==> src/rtl/bitrev_sched.sv <==
`default_nettype none
// ============================================================================
// Module   : bitrev_sched
// Purpose  : Two-port round-robin front end for one iterative bit-reversal
//            engine. STEP bits are reversed per BUSY cycle; the finished word
//            is held on the output until downstream accepts it.
// Revision : 1.0 - initial release
// ============================================================================
module bitrev_sched #(
    parameter int DATA_WIDTH = 32,
    parameter int STEP       = 4
) (
    input  logic                  clk,
    input  logic                  reset,
    input  logic                  req0_valid,
    input  logic [DATA_WIDTH-1:0] req0_din,
    output logic                  req0_ready,
    input  logic                  req1_valid,
    input  logic [DATA_WIDTH-1:0] req1_din,
    output logic                  req1_ready,
    output logic                  dout_valid,
    output logic [DATA_WIDTH-1:0] dout,
    output logic                  dout_id,
    input  logic                  dout_ready
);

    // Chunks per word and a counter wide enough that its top bit never wraps
    localparam int c_n_chunks = DATA_WIDTH / STEP;
    localparam int c_cnt_w    = $clog2(c_n_chunks) + 1;
    localparam logic [c_cnt_w-1:0] c_last_chunk = c_cnt_w'(c_n_chunks - 1);

    localparam logic [1:0] c_idle = 2'd0;
    localparam logic [1:0] c_busy = 2'd1;
    localparam logic [1:0] c_done = 2'd2;

    logic [1:0]            r_state;
    logic [1:0]            w_state_nxt;
    logic [DATA_WIDTH-1:0] r_src;
    logic [DATA_WIDTH-1:0] r_result;
    logic [c_cnt_w-1:0]    r_cnt;
    logic                  r_id;
    logic                  r_last_grant;
    logic [DATA_WIDTH-1:0] r_dout;
    logic                  r_dout_id;
    logic                  r_dout_valid;

    logic                  w_idle;
    logic                  w_accept;
    logic                  w_win_id;
    logic [DATA_WIDTH-1:0] w_win_din;
    logic                  w_last;
    logic [STEP-1:0]       w_chunk_rev;
    logic [DATA_WIDTH-1:0] w_result_nxt;
    logic [DATA_WIDTH-1:0] w_src_nxt;

    // Arbitration: a lone requester always wins; on a tie the one that did
    // not win last time is granted.
    assign w_idle     = (r_state == c_idle);
    assign req0_ready = w_idle & req0_valid & (~req1_valid |  r_last_grant);
    assign req1_ready = w_idle & req1_valid & (~req0_valid | ~r_last_grant);
    assign w_accept   = req0_ready | req1_ready;
    assign w_win_id   = req1_ready;
    assign w_win_din  = req1_ready ? req1_din : req0_din;
    assign w_last     = (r_cnt == c_last_chunk);

    // Low chunk of the source, bit-reversed
    for (genvar gi = 0; gi < STEP; gi++) begin : g_chunk_rev
        assign w_chunk_rev[gi] = r_src[STEP-1-gi];
    end

    // The first chunk reversed ends up in the top bits after N shifts
    if (STEP == DATA_WIDTH) begin : g_single_step
        assign w_result_nxt = w_chunk_rev;
        assign w_src_nxt    = '0;
    end else begin : g_multi_step
        assign w_result_nxt = {r_result[DATA_WIDTH-STEP-1:0], w_chunk_rev};
        assign w_src_nxt    = {{STEP{1'b0}}, r_src[DATA_WIDTH-1:STEP]};
    end

    // State register
    always_ff @(posedge clk) begin
        if (reset) begin
            r_state <= c_idle;
        end else begin
            r_state <= w_state_nxt;
        end
    end

    // Next-state logic
    always_comb begin
        w_state_nxt = r_state;
        case (r_state)
            c_idle:  if (w_accept)   w_state_nxt = c_busy;
            c_busy:  if (w_last)     w_state_nxt = c_done;
            c_done:  if (dout_ready) w_state_nxt = c_idle;
            default: w_state_nxt = c_idle;
        endcase
    end

    // Datapath: load on grant, shift/reverse while busy, hold result until taken
    always_ff @(posedge clk) begin
        if (reset) begin
            r_src        <= '0;
            r_result     <= '0;
            r_cnt        <= '0;
            r_id         <= 1'b0;
            r_last_grant <= 1'b1;
            r_dout       <= '0;
            r_dout_id    <= 1'b0;
            r_dout_valid <= 1'b0;
        end else begin
            case (r_state)
                c_idle: begin
                    if (w_accept) begin
                        r_src        <= w_win_din;
                        r_result     <= '0;
                        r_cnt        <= '0;
                        r_id         <= w_win_id;
                        r_last_grant <= w_win_id;
                    end
                end
                c_busy: begin
                    r_src    <= w_src_nxt;
                    r_result <= w_result_nxt;
                    r_cnt    <= r_cnt + 1'b1;
                    if (w_last) begin
                        r_dout       <= w_result_nxt;
                        r_dout_id    <= r_id;
                        r_dout_valid <= 1'b1;
                    end
                end
                c_done: begin
                    if (dout_ready) begin
                        r_dout_valid <= 1'b0;
                    end
                end
                default: begin
                end
            endcase
        end
    end

    assign dout_valid = r_dout_valid;
    assign dout       = r_dout;
    assign dout_id    = r_dout_id;

endmodule
`default_nettype wire

==> config.mk <==
export PLATFORM = sky130hd
export DESIGN_NAME = bitrev_sched
export DESIGN_NICKNAME = d
export VERILOG_FILES = /design/src/rtl/bitrev_sched.sv
export SDC_FILE = /design/constraint.sdc
export NUM_CORES = 1
export LEC_CHECK = 0
export BUFFER_PORTS_ARGS = -buffer_cell sky130_fd_sc_hd__buf_2
export CORE_MARGIN = 2
export CORE_UTILIZATION = 47
export CTS_CLUSTER_DIAMETER = 50
export CTS_CLUSTER_SIZE = 16
export DETAILED_ROUTE_END_ITERATION = 8
export PLACE_DENSITY = 0.82
export SYNTH_ARGS = -nofsm -noshare
export SYNTH_HDL_FRONTEND = slang
export SYNTH_SLANG_ARGS = --single-unit
==> constraint.sdc <==
create_clock -name clk -period 1.32 [get_ports clk]
set_input_delay 0.066 -clock clk [delete_from_list [all_inputs] [get_ports clk]]
set_output_delay 0.066 -clock clk [all_outputs]
set_load 0.05 [all_outputs]
==> results.sh <==
export IMPL_outcome="complete, but fails checks"
export IMPL_routedWlPerCell_um=21.3
export IMPL_reg2regPathDepth=7
export IMPL_p_per_area_nw_per_um2=1010
export IMPL_synth_xor_area_share_pct=0
export IMPL_wl_mm=15.9
export IMPL_yosysWarnings=0
export IMPL_cts_tree="built"
export IMPL_port_buffers=104
export IMPL_fmax_mhz=631
export IMPL_globalplace_congestion=0.795
export IMPL_fin_skew_ns=0.0106
export IMPL_ys_types=34
export IMPL_cp_required_ns=1.59
export IMPL_report_final_slew_viol_count=0
export IMPL_overflow=0
export IMPL_grt_pass1_vias=4165
export IMPL_ys_ff_latch=102
export IMPL_critPathMaxFanout=5
export IMPL_syn_area_per_cell_um2=8.49
export IMPL_h_tree_depth=3
export IMPL_cts_reportedPaths_clkPinSlew_ns=0.11
export IMPL_synth_top_cell_area_share_pct=51.7
export IMPL_via_count=4554
export IMPL_vias_per_cell=6.09
export IMPL_syn_cell_area_um2=3950
export IMPL_period_share_pct=120
export IMPL_drive_above_1_share_pct=46.9
export IMPL_holdPathStages=3
export IMPL_period_needed_ns=1.58
export IMPL_ir_worst_vdd_mv=0.653
export IMPL_worstSetupEndpointType="register"
export IMPL_io_pins=105
export IMPL_antenna_found_initial=1
export IMPL_hold_path_end="r_src[21]"
export IMPL_synthSimpleGateAreaFrac_pct=22.0
export IMPL_core_um2=8180
export IMPL_startpoint_type="register"
export IMPL_drt_first_pass_iters=7
export IMPL_violations="setup timing"
export IMPL_dieArea_um2=9150
export IMPL_die_y_um=95.7
export IMPL_rsz0062_at_grt="true"
export IMPL_hpwl_mm=6.45
export IMPL_r2r_start="r_state[1]"
export IMPL_grt_use_total_pct=29.7
export IMPL_synth_yosys_seq_area_share_pct=51.7
export IMPL_synth_compound_area_share_pct=18.1
export IMPL_final_hold_viol_count=0
export IMPL_synth_fp_nets=535
export IMPL_ctsRootBufferMaster="clkbuf_8"
export IMPL_clock_latency_ns=0.38
export IMPL_slew_headroom_pct=72.0
export IMPL_r2r_slack_ns=-0.26
export IMPL_synthMuxAreaShare_pct=2.34
export IMPL_grt_max_degree=41
export IMPL_grt_pass1_wl_mm=20.8
export IMPL_synthTopCellsByArea="dfxtp_1, nor2_1, nand2_1, a22oi_1, a21oi_1"
export IMPL_critical_path_arrival_ns=1.85
export IMPL_worstHoldPathType="in -> reg"
export IMPL_p_leak_nw=2.54
export IMPL_tightest_slew_ns=0.420
export IMPL_drt_iter0_markers=351
export IMPL_fin_util_pct=78.6
export IMPL_worst_slack_ns=-0.264
export IMPL_synth_top_family_by_area="simple AND/OR/NAND/NOR gates"
export IMPL_max_cap_violations=0
export IMPL_setup_tns_final_ns=-17.99
export IMPL_finalSetupViolCount=103
export IMPL_area_delta_synth_final_pct=62.7
export IMPL_reg2reg_to="r_result[5]"
export IMPL_cts_sinks=102
export IMPL_nNetsFinal=707
export IMPL_synthCells=465
export IMPL_synth_adder_area_share_pct=0.317
export IMPL_ant_nets=0
export IMPL_rows=33
export IMPL_die_w_um=95.7
export IMPL_route_detailed_drc=0
export IMPL_critical_path_class="reg -> reg"
export IMPL_min_from="req0_din[21]"
export IMPL_start_util_pct=48.3
export IMPL_cts_path_max_buffers=2
export IMPL_yosysTopAreaCell="dfxtp_1"
export IMPL_cts_inserted_buffers=9
-- per-stage QoR --
stage          instance area [µm²]  worst slack [ns]  std cells  power, mW  hold slack, ns
6_report                      6430            -0.264        748       6.47          0.0287
5_1_grt                       6430            -0.305        748       6.67          0.0197
4_1_cts                       5950            -0.201        732       6.28        0.000387
3_5_place_dp                  4730           -0.0740        661       3.92           0.341
3_3_place_gp                  4730           -0.0306        661       3.90           0.346
2_1_floorplan                 3980           -0.0796        465       3.67           0.219
-- critical path, cell delays in order (launching register included) --
cell     delay [ns]
dfxtp_4        0.37
buf_12         0.12
buf_8          0.11
or2_4          0.31
buf_12         0.16
buf_16         0.14
a22oi_2        0.16
nor2_1         0.09
-- how the worst max path moves through the flow --
stage / start / end / slack (ns) / cells after the start
final: r_state[1] / r_result[5] / -0.26 / 7
after global routing: r_state[1] / dout[15] / -0.30 / 6
after CTS: r_state[1] / req0_ready / -0.20 / 6
after detailed placement: r_cnt[1] / dout[27] / -0.07 / 6
after global placement: r_state[0] / r_src[4] / -0.03 / 5
after floorplan: r_cnt[1] / dout[23] / -0.08 / 7
-- sequential cells by signal (all words and copies together) (netlist names), 2 cells and up --
name	count
dout	32
r_state	2
r_src	32
r_cnt	4
r_result	28
-- what timing repair did --
action	4_1_cts	5_1_grt
setup endpoints to repair	94	104
setup buffers	12	7
endpoints found under the hold margin	29	0
gates resized for setup	74	78
hold buffers	37	0
pin swaps	5	30
cloned	6	10
-- routing by layer --
layer	global-route usage (%)	up-vias	part of all wire, %
li1	-	1973	-
met1	34.4	2161	36
met2	52.8	315	51
met3	6.25	105	7.1
met4	12.6	0	6.2
met5	0	-	0
-- area by class of cell --
class	count	area (µm²)
multi-input combinational	322	2210
sequential	102	2050
timing repair buffer	200	1800
fill	450	1750
tap	105	131
clock buffer	9	124
clock inverter	7	92.6
inverter	2	15.0
antenna	1	2.50
-- synthesized netlist by cell type, drive strengths merged --
master / instances
a211oi: 1
a21boi: 1
a21oi: 38
a22oi: 37
a31oi: 5
buf: 26
clkbuf: 13
dfxtp: 102
ha: 1
inv: 2
mux2: 2
mux2i: 7
nand2: 77
nand2b: 3
nand3: 4
nand3b: 1
nand4: 4
nor2: 82
nor2b: 1
nor3: 3
nor4: 21
o21ai: 1
o22ai: 28
o31ai: 1
or2: 2
or3: 1
or3b: 1
-- cell families (layout without fill, tap and decap cells) --
kind of cell	Yosys count	in the layout
buffers and inverters	41	218
multiplexers	9	9
adder cells (fa/ha/maj)	1	1
other	0	1
flip-flops	102	102
AO/OA/AOI/OAI	112	112
AND/OR/NAND/NOR	200	200
-- where the power goes --
part	switching [mW]	total, mW	leakage (nW)	internal, mW
clock network	1.23	2.15	0.103	0.926
registers	0.102	3.28	0.832	3.18
logic	0.507	1.04	1.60	0.532
total	1.84	6.47	2.54	4.64
-- cell usage in the layout (no fill, tap or decap), drive strengths merged, types with 15 or more instances in the layout --
master       instances
a21oi               38
a22oi               37
buf                156
clkbuf              15
dfxtp              102
dlygate4sd3         37
nand2               77
nor2                82
nor4                21
o22ai               28
No activity file was read; power rests on OpenSTA's default activity.
